**config.mk**
```make
export PLATFORM = sky130hd
export DESIGN_NAME = id_hazard_stall_unit
export DESIGN_NICKNAME = d
export VERILOG_FILES = /design/src/rtl/id_hazard_stall_unit_pkg.sv /design/src/rtl/id_hazard_stall_unit_scoreboard.sv /design/src/rtl/id_hazard_stall_unit.sv
export SDC_FILE = /design/constraint.sdc
export NUM_CORES = 1
export LEC_CHECK = 0
export ABC_AREA = 1
export BUFFER_PORTS_ARGS = -buffer_cell sky130_fd_sc_hd__buf_2
export CAP_MARGIN = 10
export CORE_ASPECT_RATIO = 0.8
export CORE_UTILIZATION = 25
export DETAILED_ROUTE_END_ITERATION = 16
export GPL_ROUTABILITY_DRIVEN = 0
export GPL_TIMING_DRIVEN = 0
export PLACE_DENSITY = 0.44
export SETUP_SLACK_MARGIN = 0.4
export SYNTH_ARGS = -nofsm -noshare
export SYNTH_HDL_FRONTEND = slang
export SYNTH_SLANG_ARGS = --single-unit
```
**constraint.sdc**
```tcl
create_clock -name clk -period 2.2 [get_ports clk]
set_clock_uncertainty 0.2 [all_clocks]
set_input_delay 0.22 -clock clk [delete_from_list [all_inputs] [get_ports clk]]
set_output_delay 0.22 -clock clk [all_outputs]
set_load 0.05 [all_outputs]
```
**src/rtl/id_hazard_stall_unit_pkg.sv**
```systemverilog
// ---------------------------------------------------------------------------
// id_hazard_stall_unit_pkg
//   Shared types and constants for the ID-stage hazard/stall unit.
//   - REG_IDX_W       : width of a register index
//   - WB_CTRL_WEN_BIT : position of the register-write enable in WB_CTRL
//   - sb_entry_t      : one scoreboard slot {valid, destination register}
//   - stall_state_e   : stall FSM state encoding
//   - slot_hit()      : does a scoreboard slot produce the given source?
// ---------------------------------------------------------------------------
package id_hazard_stall_unit_pkg;

    localparam int REG_IDX_W       = 3;
    localparam int WB_CTRL_WEN_BIT = 0;

    typedef struct packed {
        logic                 v;
        logic [REG_IDX_W-1:0] r;
    } sb_entry_t;

    typedef enum logic {
        RUN   = 1'b0,
        STALL = 1'b1
    } stall_state_e;

    // Register 0 is hardwired to zero on some cores, so it can never be a
    // true producer when r0_zero is set.
    function automatic logic slot_hit(input sb_entry_t            e,
                                      input logic [REG_IDX_W-1:0] rs,
                                      input bit                   r0_zero);
        return e.v && (e.r == rs) && !(r0_zero && (rs == '0));
    endfunction

endpackage

```
**src/rtl/id_hazard_stall_unit_scoreboard.sv**
```systemverilog
// ---------------------------------------------------------------------------
// hazard_scoreboard
//   Three-slot shift register mirroring the destination registers held in
//   ID/EX, EX/MEM and MEM/WB, plus the source-operand compare against it.
//   Ports:
//     clk, reset          : clock, synchronous active-low reset
//     push                : entry entering ID/EX at the next edge
//     rs1, rs2            : ID-stage source register indices
//     use_rs1, use_rs2    : ID instruction actually reads rs1 / rs2
//     match_rs1, match_rs2: a valid in-flight producer writes rs1 / rs2
// ---------------------------------------------------------------------------
module hazard_scoreboard
    import id_hazard_stall_unit_pkg::*;
#(
    parameter bit WB_BYPASS = 1'b0,
    parameter bit R0_ZERO   = 1'b0
) (
    input  logic                 clk,
    input  logic                 reset,
    input  sb_entry_t            push,
    input  logic [REG_IDX_W-1:0] rs1,
    input  logic [REG_IDX_W-1:0] rs2,
    input  logic                 use_rs1,
    input  logic                 use_rs2,
    output logic                 match_rs1,
    output logic                 match_rs2
);

    sb_entry_t sb_ex, sb_mem, sb_wb;

    // NOTE: the slots are reset (not left X) because their valid bits feed
    // the stall decision directly; non-blocking assignments let each slot
    // take the previous value of its neighbour, giving a true shift.
    always_ff @(posedge clk) begin
        if (!reset) begin
            sb_ex  <= '0;
            sb_mem <= '0;
            sb_wb  <= '0;
        end else begin
            sb_wb  <= sb_mem;
            sb_mem <= sb_ex;
            sb_ex  <= push;
        end
    end

    // The ID instruction itself only enters sb_ex at the next edge, so its
    // own destination is never compared against its own sources.
    function automatic logic any_hit(input logic [REG_IDX_W-1:0] rs);
        return slot_hit(sb_ex, rs, R0_ZERO)
             | slot_hit(sb_mem, rs, R0_ZERO)
             | (!WB_BYPASS && slot_hit(sb_wb, rs, R0_ZERO));
    endfunction

    assign match_rs1 = use_rs1 && any_hit(rs1);
    assign match_rs2 = use_rs2 && any_hit(rs2);

endmodule

```
**src/rtl/id_hazard_stall_unit.sv**
```systemverilog
// ---------------------------------------------------------------------------
// id_hazard_stall_unit
//   Read-after-write interlock for a pipeline without forwarding. Stalls PC
//   and IF/ID and bubbles ID/EX while an in-flight producer owns one of the
//   ID sources; a taken branch (EX_flush) squashes ID and wins over a stall.
//   Ports:
//     clk, reset             : clock, synchronous active-low reset
//     ID_valid               : real instruction in ID
//     ID_rs1, ID_rs2         : source register indices
//     ID_use_rs1, ID_use_rs2 : instruction reads rs1 / rs2
//     ID_Wreg, ID_wen        : destination register / write enable
//     EX_flush               : taken branch resolved in EX
//     stall                  : hold PC and IF/ID
//     id_ex_bubble           : zero the ID/EX control fields
//     stall_cnt              : saturating count of stall cycles
//     hazard_err             : sticky, a stall run exceeded MAX_STALL
// ---------------------------------------------------------------------------
module id_hazard_stall_unit
    import id_hazard_stall_unit_pkg::*;
#(
    parameter bit WB_BYPASS = 1'b0,
    parameter bit R0_ZERO   = 1'b0,
    parameter int CNT_W     = 16,
    parameter int MAX_STALL = 3
) (
    input  logic                 clk,
    input  logic                 reset,
    input  logic                 ID_valid,
    input  logic [REG_IDX_W-1:0] ID_rs1,
    input  logic [REG_IDX_W-1:0] ID_rs2,
    input  logic                 ID_use_rs1,
    input  logic                 ID_use_rs2,
    input  logic [REG_IDX_W-1:0] ID_Wreg,
    input  logic                 ID_wen,
    input  logic                 EX_flush,
    output logic                 stall,
    output logic                 id_ex_bubble,
    output logic [CNT_W-1:0]     stall_cnt,
    output logic                 hazard_err
);

    // Run counter must be able to hold MAX_STALL+1 to detect the overrun.
    localparam int              RUN_W   = $clog2(MAX_STALL + 2);
    localparam logic [RUN_W-1:0] RUN_MAX = RUN_W'(MAX_STALL);
    localparam logic [RUN_W-1:0] RUN_SAT = RUN_W'(MAX_STALL + 1);

    logic                     match_rs1, match_rs2, hazard;
    logic [WB_CTRL_WEN_BIT:0] id_wb_ctrl;
    sb_entry_t                push;
    stall_state_e             state;
    logic [RUN_W-1:0]         run_cnt, run_inc;

    assign hazard       = ID_valid && (match_rs1 || match_rs2);
    assign stall        = hazard && !EX_flush;
    assign id_ex_bubble = hazard || EX_flush;

    // NOTE: every always_comb output gets a default first so no path can
    // leave it unassigned and infer a latch.
    always_comb begin
        id_wb_ctrl                  = '0;
        id_wb_ctrl[WB_CTRL_WEN_BIT] = ID_wen;
        push                        = '0;
        if (!stall && !EX_flush) begin
            push.v = ID_valid && id_wb_ctrl[WB_CTRL_WEN_BIT];
            push.r = ID_Wreg;
        end
    end

    hazard_scoreboard #(
        .WB_BYPASS (WB_BYPASS),
        .R0_ZERO   (R0_ZERO)
    ) u_sb (
        .clk       (clk),
        .reset     (reset),
        .push      (push),
        .rs1       (ID_rs1),
        .rs2       (ID_rs2),
        .use_rs1   (ID_use_rs1),
        .use_rs2   (ID_use_rs2),
        .match_rs1 (match_rs1),
        .match_rs2 (match_rs2)
    );

    // Run length the counter takes if this cycle stalls.
    always_comb begin
        run_inc = RUN_W'(1);
        if (state == STALL)
            run_inc = (run_cnt == RUN_SAT) ? RUN_SAT : run_cnt + RUN_W'(1);
    end

    always_ff @(posedge clk) begin
        if (!reset) begin
            state      <= RUN;
            run_cnt    <= '0;
            stall_cnt  <= '0;
            hazard_err <= 1'b0;
        end else begin
            case (state)
                RUN: begin
                    if (stall) begin
                        state   <= STALL;
                        run_cnt <= run_inc;
                    end
                end
                STALL: begin
                    if (stall) begin
                        run_cnt <= run_inc;
                    end else begin
                        state   <= RUN;
                        run_cnt <= '0;
                    end
                end
            endcase
            if (stall && (run_inc > RUN_MAX))
                hazard_err <= 1'b1;
            if (stall && (stall_cnt != '1))
                stall_cnt <= stall_cnt + CNT_W'(1);
        end
    end

endmodule

```
==> PnR_summary.wiki, run 1 <==
{| class="wikitable"
! Metric !! Value
|-
| Status || finished, final reports clean
|-
| Routed Wire Length || just over 5000 µm
|-
| Reported net switching power || approximately 0.30 mW
|-
| Final non-filler cell total || roughly 470
|-
| Power Internal || 0.9152 mW
|-
| Standard cell core area || 7462 µm²
|-
| Clock latency on the worst-skew pair || a little under 0.3 ns
|-
| Highest-count cells in the layout ignoring fill and taps || sky130_fd_sc_hd__nand2_1, sky130_fd_sc_hd__nor2_1, sky130_fd_sc_hd__buf_2
|-
| Worst setup EP type || primary output
|-
| Post-Synthesis Net Count || approximately 310
|-
| Data required time at the worst endpoint || ~1.8 ns
|-
| Via count of the first global-routing pass || between 1500 and 2000
|-
| Clock share of power || 0.428
|-
| Portion of total power attributed to sequential cells || 0.493
|-
| Max-slew violation total from the final report || 0
|-
| Post-synthesis instance total || around 300
|-
| Leading cell type in the layout, fill and taps excluded || sky130_fd_sc_hd__nand2_1
|-
| Root cell of the clock tree || sky130_fd_sc_hd__clkbuf_8
|-
| Maximum vdd drop || between 0.00015 and 0.0002 V
|-
| DIE AREA || roughly 8200 µm²
|-
| Cell total after placement || roughly 430
|-
| GRT overflow || 0
|-
| Cell family with most CP delay || simple AND/OR/NAND/NOR gates
|-
| Arrival time of data at the critical path endpoint || between 1.5 and 2 ns
|-
| P per Cell Area || between 400 and 500 nW/µm²
|-
| Buffer and inverter count on the worst path || 3
|-
| Setup crit start kind || flop
|-
| Worst slew pin tran || between 0.6 and 0.7 ns
|-
| Synth unique cells || 28
|-
| Maximum net fanout on the critical path || 3
|-
| Die Wd || just over 100 µm
|-
| Average cell area after synthesis || approximately 6.6 µm²
|-
| Hold Path Class || in -> reg
|-
| Commonest register cell after synthesis || sky130_fd_sc_hd__dfxtp_1
|-
| Vias per std cell || between 4 and 5
|-
| Count of warnings emitted by yosys || 0
|-
| First-pass GRT wire length || about 8100 µm
|-
| Detail Route Antenna Nets || 0
|-
| Initial cell density of the core || 0.2616
|-
| Overall fraction of global-route tracks in use || 0.1302
|-
| Number of antenna diodes || 0
|-
| I/O Buffers || 34
|-
| Share of total power in combinational logic || 0.079
|-
| Top area cells in the synthesized netlist || sky130_fd_sc_hd__dfxtp_1, sky130_fd_sc_hd__nand2_1, sky130_fd_sc_hd__nor2_1
|-
| Row Count || 28
|-
| Netlist area before placement || 1952 µm²
|-
| Total via count in the routed design || 1900
|-
| Master of the slowest instance on the critical path || sky130_fd_sc_hd__dfxtp_2
|-
| Largest net degree at the start of global routing || 11
|-
| Worst Setup Path Type || reg -> out
|-
| Boundary pin count || 35
|-
| Routed len/inst || 10.83 µm
|-
| Clock tree buffer depth || 2
|-
| Final Critical Period || ~2.0 ns
|-
| Synth top area share || 0.3385
|-
| Portion of the clock cycle consumed by the worst path in the final layout || 0.9119
|-
| Layout overhead on the synthesized area || 42.18%
|-
| EDFF count, synth || 0
|-
| Part of the Yosys area used for sequential elements || 0.3385
|-
| Cell seen most often among critical-path stages || sky130_fd_sc_hd__nor2_1
|-
| Filler cell count || 825
|-
| Worst-path clk slew || ~0.06 ns
|-
| Number of hold-slack violations in the final timing report || 0
|-
| Initial antenna violation count || 0
|-
| TNS Setup || 0 ns
|-
| Switching power share of the total || 0.2491
|-
| Clock net sink count || 33
|-
| Maximum achievable frequency || ~500 MHz
|-
| Ys async rst share || 0
|-
| Placed wire-length estimate || between 3000 and 4000 µm
|-
| Cell-by-cell listing of the critical path || buf_4 > nor2_1 > nor2_1 > nand2_1 > nand3_2 > nand2_2 > nand2_4 > nand3_4 > clkinvlp_4 > buf_8
|-
| TritonCTS clock tree || built
|-
| Total clock buffers created by CTS || 5
|-
| Layout Nets || between 300 and 400
|-
| RSZ-0062 raised after global routing || true
|-
| Number of synthesized register bits || 33
|-
| Cell type contributing the most total cell area after synthesis || sky130_fd_sc_hd__dfxtp_1
|-
| Die height || 81.03 µm
|-
| # setup viols final || 0
|-
| Number of max-capacitance violations reported || 0
|-
| Post-detailed-route DRC marker count || 0
|-
| Delay of the slowest cell on the worst path || between 0.3 and 0.4 ns
|-
| Worst slew margin relative to its limit || 0.5445
|-
| Depth of the CTS H-tree || 2
|-
| Iter 0 DRT Violations || 55
|-
| Number of search-and-repair iterations in the first detailed-routing pass || 4
|-
| Layout cells sized above 1 || 0.4050
|-
| Leak pwr || approximately 1.3 nW
|}
-- cell usage after synthesis, types with 2 or more instances --
master	n
sky130_fd_sc_hd__nand2_1	100
sky130_fd_sc_hd__nor2_1	40
sky130_fd_sc_hd__inv_1	37
sky130_fd_sc_hd__dfxtp_1	33
sky130_fd_sc_hd__nand2_2	14
sky130_fd_sc_hd__a21oi_1	11
sky130_fd_sc_hd__a21oi_2	8
sky130_fd_sc_hd__nand3_1	8
sky130_fd_sc_hd__xor2_1	8
sky130_fd_sc_hd__inv_2	5
sky130_fd_sc_hd__xnor2_1	5
sky130_fd_sc_hd__ha_1	3
sky130_fd_sc_hd__nor3_1	3
sky130_fd_sc_hd__o21ai_0	3
sky130_fd_sc_hd__clkbuf_1	2
sky130_fd_sc_hd__nand3_2	2
sky130_fd_sc_hd__nand4_1	2
-- per-layer routing --
layer	share of wire	track usage
met4	0.017	0.05217
met2	0.44	0.1986
met3	0.026	0.02926
met5	0	0
met1	0.52	0.1778
-- power by group through the flow --
stage | combinational, mW | clock, mW | sequential (mW)
finish | 0.0966 | 0.521 | 0.601
detailed placement | 0.0847 | 0 | 0.617
CTS | 0.0939 | 0.540 | 0.603
floorplan | 0.0507 | 0 | 0.615
global route | 0.110 | 0.566 | 0.602
global placement | 0.0837 | 0 | 0.617
-- state kept, by name (all words and copies together), names as in the netlist --
signal	flops
state	1
hazard_err	1
u_sb.sb_wb	4
run_cnt	3
u_sb.sb_ex	4
stall_cnt	16
u_sb.sb_mem	4
-- timing repair --
item | in CTS | in global routing
resized for setup | 20 | 28
cloned | 0 | 1
hold buffers | 4 | 0
endpoints found under the hold margin | 4 | 0
endpoints found under the setup margin | 17 | 22
pin swaps | 12 | 27
setup buffers | 11 | 10
-- logic make-up after synthesis --
group,after synthesis,synth area share
AND/OR/NAND/NOR,176,0.4058
buffers and inverters,47,0.1026
flip-flops,33,0.3385
AO/OA/AOI/OAI,23,0.07564
XOR/XNOR,13,0.05833
adder cells (fa/ha/maj),3,0.01923
-- tightest hold or removal path: cells and delay by family --
family / cells / cell delay [ns]
buf+inv: 1 / 0.15
simple gates: 2 / 0.11
-- final timing paths --
kind / startpoint / end / slack (ns) / cells past startpoint
worst min register to register: u_sb.sb_mem[0] / u_sb.sb_wb[0] / 0.25 / 2
worst min-delay path: ID_valid / u_sb.sb_ex[3] / 0.04 / 3
worst max-delay path: u_sb.sb_mem[1] / stall / 0.19 / 10
worst max register to register: u_sb.sb_mem[1] / stall_cnt[7] / 0.21 / 14
-- cell type report --
class | count | area [µm²] | area share
Multi-Input combinational cell | 215 | 1189 | 0.4283
Sequential cell | 33 | 710.7 | 0.2561
Timing Repair Buffer | 60 | 436.7 | 0.1573
Inverter | 43 | 167.7 | 0.06041
Tap cell | 105 | 131.4 | 0.04734
Clock buffer | 7 | 96.34 | 0.03472
Buffer | 4 | 38.79 | 0.01398
Clock inverter | 1 | 5.005 | 0.001803
-- per-stage QoR --
step	hold slack [ns]	worst slack (ns)	util	area (µm²)	power, mW
floorplan	0.1322	0.3661	-	2031	0.6656
global placement	0.2410	0.2001	0.3125	2332	0.7005
detailed placement	0.2431	0.2100	0.3125	2332	0.7016
CTS	0.02964	0.1925	0.3489	2604	1.237
global route	0.03772	0.05139	0.3719	2775	1.277
finish	0.03545	0.1938	0.3719	2775	1.219
Power figures use the tool's default switching activity.
==> run 2, diff against run 1 <==
- REMOVE_ABC_BUFFERS: unset -> 1
==> run 2 against run 1 <==
  * Register-to-register slack improved by 0.09 ns
  * Global-route usage down 0.60 points
  * Cell count is 1.9% lower
  * Critical endpoint unchanged
  * Sequential power about the same
  * Critical path depth is 1 higher
  * Critical path type unchanged
  * Maximum frequency up 3.6%
  * Largest cell class unchanged
  * Count of clock-buffer cells in the layout down 2
  * Setup slack improved by 0.070 ns
  * Clock power down 14%
  * Sequential share of layout area shrank 0.80 points
  * Power is 5.9% lower
==> PnR_summary.wiki, run 2 (synthesis gave the netlist of run 1 again) <==
{| class="wikitable"
! Metric !! Value
|-
| Status || finished, final reports clean
|-
| Total via count in the routed design || 1901 (+0.053%)
|-
| Die height || 81.03 µm (unchanged)
|-
| Row Count || 28 (unchanged)
|-
| Master of the slowest instance on the critical path || sky130_fd_sc_hd__dfxtp_4
|-
| Maximum achievable frequency || 516.5 MHz (+3.6%)
|-
| Final non-filler cell total || 459 (-1.9%)
|-
| Start point of the worst min-delay path || ID_valid
|-
| Worst Setup Path Type || reg -> out
|-
| Arrival time of data at the critical path endpoint || 1.52 ns (-0.07 ns)
|-
| Setup crit start kind || flop
|-
| Initial cell density of the core || 0.2616 (unchanged)
|-
| Worst slew pin tran || 0.8310 ns (+0.1477 ns)
|-
| Overall fraction of global-route tracks in use || 0.1242 (-0.006004)
|-
| TNS Setup || 0 ns (unchanged)
|-
| Worst hold stages || 3 (unchanged)
|-
| Reg-to-reg startpoint || stall_cnt[0]
|-
| Cell family with most CP delay || simple AND/OR/NAND/NOR gates
|-
| Cell-by-cell listing of the critical path || inv_2 > nand2_1 > nand2_1 > nor2_1 > nand2_1 > nand3_2 > nand2_2 > nand2_4 > nand3_4 > inv_4 > buf_8
|-
| Root cell of the clock tree || sky130_fd_sc_hd__clkbuf_8
|-
| Number of max-capacitance violations reported || 0 (unchanged)
|-
| Largest net degree at the start of global routing || 20 (+9)
|-
| Portion of the clock cycle consumed by the worst path in the final layout || 0.8801 (-0.03180)
|-
| Leak pwr || 1.410 nW (+5.3%)
|-
| Worst-path clk slew || 0.07 ns (about the same)
|-
| Delay of the slowest cell on the worst path || 0.37 ns (+0.04 ns)
|-
| Leading cell type in the layout, fill and taps excluded || sky130_fd_sc_hd__nand2_1
|-
| Most flops, register || stall_cnt
|-
| Initial antenna violation count || 0 (unchanged)
|-
| Hold Path Class || in -> reg
|-
| Critical R2R Capture || stall_cnt[5]
|-
| Clock tree buffer depth || 2 (unchanged)
|-
| Iter 0 DRT Violations || 54 (-1.8%)
|-
| P per Cell Area || 406.1 nW/µm² (-7.5%)
|-
| Clock net sink count || 33 (unchanged)
|-
| Worst setup EP type || primary output
|-
| Maximum net fanout on the critical path || 4 (+1)
|-
| Via count of the first global-routing pass || 1739 (+3.9%)
|-
| Flip-flop count of the largest register, all copies and words added || 16 (unchanged)
|-
| # setup viols final || 0 (unchanged)
|-
| DIE AREA || 8167 µm² (unchanged)
|-
| Number of antenna diodes || 0 (unchanged)
|-
| Post-detailed-route DRC marker count || 0 (unchanged)
|-
| Worst slew margin relative to its limit || 0.4426 (-0.1019)
|-
| Final Critical Period || 1.936 ns (-0.06996 ns)
|-
| Detail Route Antenna Nets || 0 (unchanged)
|-
| Layout Nets || 372 (-2.4%)
|-
| Depth of the CTS H-tree || 2 (unchanged)
|-
| Number of hold-slack violations in the final timing report || 0 (unchanged)
|-
| Cell seen most often among critical-path stages || sky130_fd_sc_hd__nand2_1
|-
| I/O Buffers || 34 (unchanged)
|-
| Vias per std cell || 4.142 (+2.0%)
|-
| TritonCTS clock tree || built
|-
| Placed Instance Area || 2215 µm² (-5.0%)
|-
| R2R depth || 11 (-3)
|-
| Highest-count cells in the layout ignoring fill and taps || sky130_fd_sc_hd__nand2_1, sky130_fd_sc_hd__nor2_1, sky130_fd_sc_hd__inv_1, sky130_fd_sc_hd__buf_2, sky130_fd_sc_hd__nand2_4
|-
| Placed wire-length estimate || 3336 µm (-7.1%)
|-
| Cell area after layout || 2824 µm² (+1.8%)
|-
| Boundary pin count || 35 (unchanged)
|-
| GRT overflow || 0 (unchanged)
|-
| Max-slew violation total from the final report || 0 (unchanged)
|-
| Maximum vdd drop || 0.0001972 V (+16%)
|-
| Cell total after placement || 430 (-0.92%)
|-
| Die Wd || 100.8 µm (unchanged)
|-
| Area of combinational cells with multiple inputs || 1324 µm² (+11%)
|-
| Setup slack, reg-to-reg || 0.30 ns (+0.09 ns)
|-
| RSZ-0062 raised after global routing || true
|-
| First-pass GRT wire length || 7893 µm (-2.2%)
|-
| Layout overhead on the synthesized area || 44.68%
|-
| Routed len/inst || 10.72 µm (-0.98%)
|-
| Total clock buffers created by CTS || 5 (unchanged)
|-
| Post-Route Utilization || 0.3784 (+0.006539)
|-
| Worst Hold Path EP || u_sb.sb_ex[3]
|-
| Standard cell core area || 7462 µm² (unchanged)
|-
| Filler cell count || 824 (-0.12%)
|-
| Data required time at the worst endpoint || 1.78 ns (about the same)
|-
| Total chip power || 1.147 mW (-5.9%)
|-
| Routed Wire Length || 4922 µm (-2.9%)
|-
| Number of search-and-repair iterations in the first detailed-routing pass || 4 (unchanged)
|-
| Layout cells sized above 1 || 0.4379 (+0.03289)
|-
| Buffer and inverter count on the worst path || 3 (unchanged)
|-
| Clock latency on the worst-skew pair || 0.28 ns (about the same)
|-
| FF+latch area || 700.7 µm² (-1.4%)
|}
-- run 2: changes by cell type in the layout (fill, tap and decap cells not counted), moves of 3 or more --
| cell | previous run | this run |
|---|---|---|
| sky130_fd_sc_hd__nand2_1 | 95 | 79 |
| sky130_fd_sc_hd__a21oi_1 | 10 | 3 |
| sky130_fd_sc_hd__dfxtp_1 | 11 | 15 |
| sky130_fd_sc_hd__nand2_4 | 8 | 22 |
| sky130_fd_sc_hd__buf_4 | 16 | 12 |
| sky130_fd_sc_hd__a21oi_2 | 9 | 16 |
| sky130_fd_sc_hd__buf_6 | 6 | 2 |
| sky130_fd_sc_hd__inv_1 | 29 | 32 |
| sky130_fd_sc_hd__nor2_1 | 32 | 35 |
-- run 2: worst max path at each step --
stage | to | slack (ns) | depth (start not counted) | startpoint
final | stall | 0.26 | 11 | u_sb.sb_ex[0]
after CTS | stall | 0.24 | 11 | u_sb.sb_mem[2]
after global placement | stall_cnt[15] | 0.12 | 12 | u_sb.sb_ex[0]
after floorplan | stall_cnt[12] | -0.05 | 10 | stall_cnt[0]
after detailed placement | stall_cnt[3] | 0.12 | 9 | stall_cnt[0]
after global routing | stall | 0.12 | 11 | u_sb.sb_mem[2]
-- run 2: cell type report --
type,instances,area share
multi-input cells,215,0.4688
flip-flops and latches,33,0.2481
repair buffers,55,0.1480
inverters,43,0.05804
well taps,105,0.04652
clock buffers,5,0.02437
clock inverters,3,0.006203
-- run 2: what timing repair did --
item,in CTS,in global routing
hold endpoints to repair,4,0
cloned,0,2
pin swaps,7,30
gates resized for setup,34,65
setup buffers,9,6
endpoints found under the setup margin,18,22
hold buffers,4,0
-- run 2: per-stage QoR --
step / hold slack, ns / setup WS [ns]
finish: 0.03560 / 0.2637
detailed placement: 0.2423 / 0.1229
CTS: 0.01276 / 0.2424
global placement: 0.2398 / 0.1178
floorplan: 0.1176 / -0.04648
global route: 0.04687 / 0.1190
-- run 2: report_power, final --
part / switching (mW) / total [mW] / internal (mW)
clock: 0.231 / 0.449 / 0.218
sequential: 0.00623 / 0.603 / 0.597
combinational: 0.0585 / 0.0945 / 0.0360
-- run 2: worst register-to-register path: stages (launching register included) --
cell and delay (ns):
sky130_fd_sc_hd__dfxtp_4 0.37, sky130_fd_sc_hd__ha_4 0.16, sky130_fd_sc_hd__nand2_4 0.06, sky130_fd_sc_hd__nor3_4 0.22, sky130_fd_sc_hd__nand2_1 0.09, sky130_fd_sc_hd__nor2_2 0.12, sky130_fd_sc_hd__nand2_2 0.08, sky130_fd_sc_hd__nand4_4 0.16
sky130_fd_sc_hd__buf_6 0.15, sky130_fd_sc_hd__nor2_2 0.04, sky130_fd_sc_hd__nor2_1 0.10, sky130_fd_sc_hd__nor2_1 0.04
-- run 2: per-layer routing --
metal / GRT usage / routed length (µm) / part of all wire / vias to the layer above
li1: - / - / - / 1015
met1: 0.1645 / 2522 / 0.51 / 857
met2: 0.1979 / 2175 / 0.44 / 23
met3: 0.03184 / 170 / 0.035 / 6
met4: 0.03913 / 54 / 0.011 / 0
met5: 0 / 0 / 0 / -
==> run 3, diff against run 2 <==
- RECOVER_POWER: unset -> 100
==> run 3 against run 2 <==
  * Global-route usage unchanged
  * Setup slack worse by 0.064 ns
  * Via count up 0.16%
  * Core utilization down 0.92 points
  * Sequential share of layout area up 0.44 points
  * Critical endpoint is now stall_cnt[5]
  * Largest cell class unchanged
  * Largest power group unchanged
  * Highest routed layer unchanged
==> PnR_summary.wiki, run 3 (synthesis gave the netlist of run 1 again) <==
{| class="wikitable"
! Metric !! Value
|-
| Layout cells sized above 1 || 0.3616 (-0.07627)
|-
| Iter 0 DRT Violations || 61 (+13%)
|-
| Arrival time of data at the critical path endpoint || 1.97 ns (+0.45 ns)
|-
| Data required time at the worst endpoint || 2.17 ns (+0.39 ns)
|-
| Root cell of the clock tree || sky130_fd_sc_hd__clkbuf_8
|-
| Layout Nets || 372 (unchanged)
|-
| Depth of the CTS H-tree || 2 (unchanged)
|-
| Most Used Layer, Global Route || met2
|-
| Worst setup EP type || flop
|-
| Critical R2R Capture || stall_cnt[5]
|-
| Worst slew pin tran || 0.7699 ns (-0.06108 ns)
|-
| First-pass GRT wire length || 7893 µm (unchanged)
|-
| Overall fraction of global-route tracks in use || 0.1242 (unchanged)
|-
| Largest net degree at the start of global routing || 20 (unchanged)
|-
| Reg-to-reg startpoint || stall_cnt[0]
|-
| R2R depth || 11 (unchanged)
|-
| Delay of the slowest cell on the worst path || 0.37 ns (about the same)
|-
| Portion of the clock cycle consumed by the worst path in the final layout || 0.9090 (+0.02887)
|-
| Routed Wire Length || 4903 µm (-0.39%)
|-
| Placed wire-length estimate || 3336 µm (unchanged)
|-
| Maximum vdd drop || 0.0001972 V (about the same)
|-
| I/O Buffers || 34 (unchanged)
|-
| Final Critical Period || 2.000 ns (+0.06351 ns)
|-
| Cell family with most CP delay || simple AND/OR/NAND/NOR gates
|-
| Setup slack, reg-to-reg || 0.20 ns (-0.10 ns)
|-
| Layout overhead on the synthesized area || 41.15%
|-
| Global Route met1 Usage || 0.1645 (unchanged)
|-
| Filler cell count || 839 (+1.8%)
|-
| Setup WS post-layout || 0.2002 ns (-0.06351 ns)
|-
| Initial cell density of the core || 0.2616 (unchanged)
|-
| Clock tree buffer depth || 2 (unchanged)
|-
| Flip-flop count of the largest register, all copies and words added || 16 (unchanged)
|-
| Worst slew margin relative to its limit || 0.4836 (+0.04097)
|-
| Maximum achievable frequency || 500.1 MHz (-3.2%)
|-
| Worst-path clk slew || 0.07 ns (about the same)
|-
| Die Wd || 100.8 µm (unchanged)
|-
| Clock net sink count || 33 (unchanged)
|-
| # setup viols final || 0 (unchanged)
|-
| Post-detailed-route DRC marker count || 0 (unchanged)
|-
| Leading cell type in the layout, fill and taps excluded || sky130_fd_sc_hd__nand2_1
|-
| Worst Setup Path Type || reg -> reg
|-
| Worst Hold Path EP || u_sb.sb_ex[3]
|-
| Number of antenna diodes || 0 (unchanged)
|-
| Setup crit start kind || flop
|-
| Global-route track usage on met3 || 0.03184 (unchanged)
|-
| Routed len/inst || 10.68 µm (-0.39%)
|-
| Buffer and inverter count on the worst path || 1 (-2)
|-
| Number of hold-slack violations in the final timing report || 0 (unchanged)
|-
| Detail Route Antenna Nets || 0 (unchanged)
|-
| Row Count || 28 (unchanged)
|-
| Status || finished, final reports clean
|-
| Vias per std cell || 4.148 (+0.16%)
|-
| Cell seen most often among critical-path stages || sky130_fd_sc_hd__nor2_1
|-
| Hold Path Class || in -> reg
|-
| Leak pwr || 1.308 nW (-7.3%)
|-
| Start point of the worst min-delay path || ID_valid
|-
| Total via count in the routed design || 1904 (+0.16%)
|-
| Cell-by-cell listing of the critical path || ha_4 > nand2_4 > nor3_2 > nand2_1 > nor2_1 > nand2_2 > nand4_2 > buf_6 > nor2_2 > nor2_1 > nor2_1
|-
| P per Cell Area || 414.9 nW/µm² (+2.2%)
|-
| Setup WS pre-CTS || 0.1229 ns (unchanged)
|-
| Standard cell core area || 7462 µm² (unchanged)
|-
| Met2 usage in global routing || 0.1979 (unchanged)
|-
| GRT overflow || 0 (unchanged)
|-
| Total chip power || 1.143 mW (-0.33%)
|-
| Highest-count cells in the layout ignoring fill and taps || sky130_fd_sc_hd__nand2_1, sky130_fd_sc_hd__nor2_1, sky130_fd_sc_hd__inv_1
|-
| Number of max-capacitance violations reported || 0 (unchanged)
|-
| Boundary pin count || 35 (unchanged)
|-
| TritonCTS clock tree || built
|-
| RSZ-0062 raised after global routing || true
|-
| Initial antenna violation count || 0 (unchanged)
|-
| Die height || 81.03 µm (unchanged)
|-
| Worst hold stages || 3 (unchanged)
|-
| Max-slew violation total from the final report || 0 (unchanged)
|-
| Most flops, register || stall_cnt
|-
| Total clock buffers created by CTS || 5 (unchanged)
|-
| DIE AREA || 8167 µm² (unchanged)
|-
| Master of the slowest instance on the critical path || sky130_fd_sc_hd__dfxtp_4
|-
| Maximum net fanout on the critical path || 5 (+1)
|-
| Via count of the first global-routing pass || 1739 (unchanged)
|-
| Clock latency on the worst-skew pair || 0.28 ns (about the same)
|-
| Number of search-and-repair iterations in the first detailed-routing pass || 4 (unchanged)
|}
==> run 3: worst max-delay path by stage <==
stage | depth (start not counted) | slack [ns] | endpoint | startpoint
after floorplan | 10 | -0.05 | stall_cnt[12] | stall_cnt[0]
after global placement | 12 | 0.12 | stall_cnt[15] | u_sb.sb_ex[0]
after detailed placement | 9 | 0.12 | stall_cnt[3] | stall_cnt[0]
after CTS | 11 | 0.24 | stall | u_sb.sb_mem[2]
after global routing | 10 | 0.05 | stall_cnt[8] | stall_cnt[0]
final | 11 | 0.20 | stall_cnt[5] | stall_cnt[0]
==> run 3: final cells by class <==
cell class,count,area [µm²],share of cell area
multi-input cells,215,1285,0.4664
flip-flops and latches,33,695.7,0.2525
repair buffers,55,392.9,0.1426
inverters,43,163.9,0.05949
well taps,105,131.4,0.04768
clock buffers,5,68.82,0.02498
clock inverters,3,17.52,0.006358
==> run 3: stage by stage <==
stage | instances | cell area (µm²) | hold slack [ns] | util | setup TNS, ns
finish | 459 | 2755 | 0.01842 | 0.3692 | 0
global route | 459 | 2755 | 0.02920 | 0.3692 | 0
CTS | 451 | 2502 | 0.01276 | 0.3353 | 0
detailed placement | 430 | 2215 | 0.2423 | 0.2968 | 0
global placement | 430 | 2215 | 0.2398 | 0.2968 | 0
floorplan | 291 | 1913 | 0.1176 | - | -0.2707
==> run 3: worst reg2reg max path, cell delays in order (launching register included) <==
cell                      delay [ns]
sky130_fd_sc_hd__dfxtp_4        0.37
sky130_fd_sc_hd__ha_4           0.16
sky130_fd_sc_hd__nand2_4        0.05
sky130_fd_sc_hd__nor3_2         0.26
sky130_fd_sc_hd__nand2_1        0.08
sky130_fd_sc_hd__nor2_1         0.14
sky130_fd_sc_hd__nand2_2        0.08
sky130_fd_sc_hd__nand4_2        0.20
sky130_fd_sc_hd__buf_6          0.17
sky130_fd_sc_hd__nor2_2         0.04
sky130_fd_sc_hd__nor2_1         0.11
sky130_fd_sc_hd__nor2_1         0.05
==> run 3: repair_timing <==
item                                    CTS  global route
hold endpoints to repair                  4             0
endpoints found under the setup margin   18            22
pin swaps                                 7            30
gates resized for setup                  34            65
hold buffers                              4             0
setup buffers                             9             6
gates cloned                              0             2
==> run 3: metal layers <==
| layer | wire [µm] | share of wire |
|---|---|---|
| met4 | 54 | 0.011 |
| met3 | 165 | 0.034 |
| met5 | 0 | 0 |
| met2 | 2205 | 0.45 |
| met1 | 2477 | 0.51 |
==> run 3: report_power, final <==
part	switching (mW)	total, mW	internal (mW)
clock	0.229	0.447	0.218
sequential	0.00625	0.604	0.598
combinational	0.0566	0.0922	0.0356
total	0.292	1.14	0.851
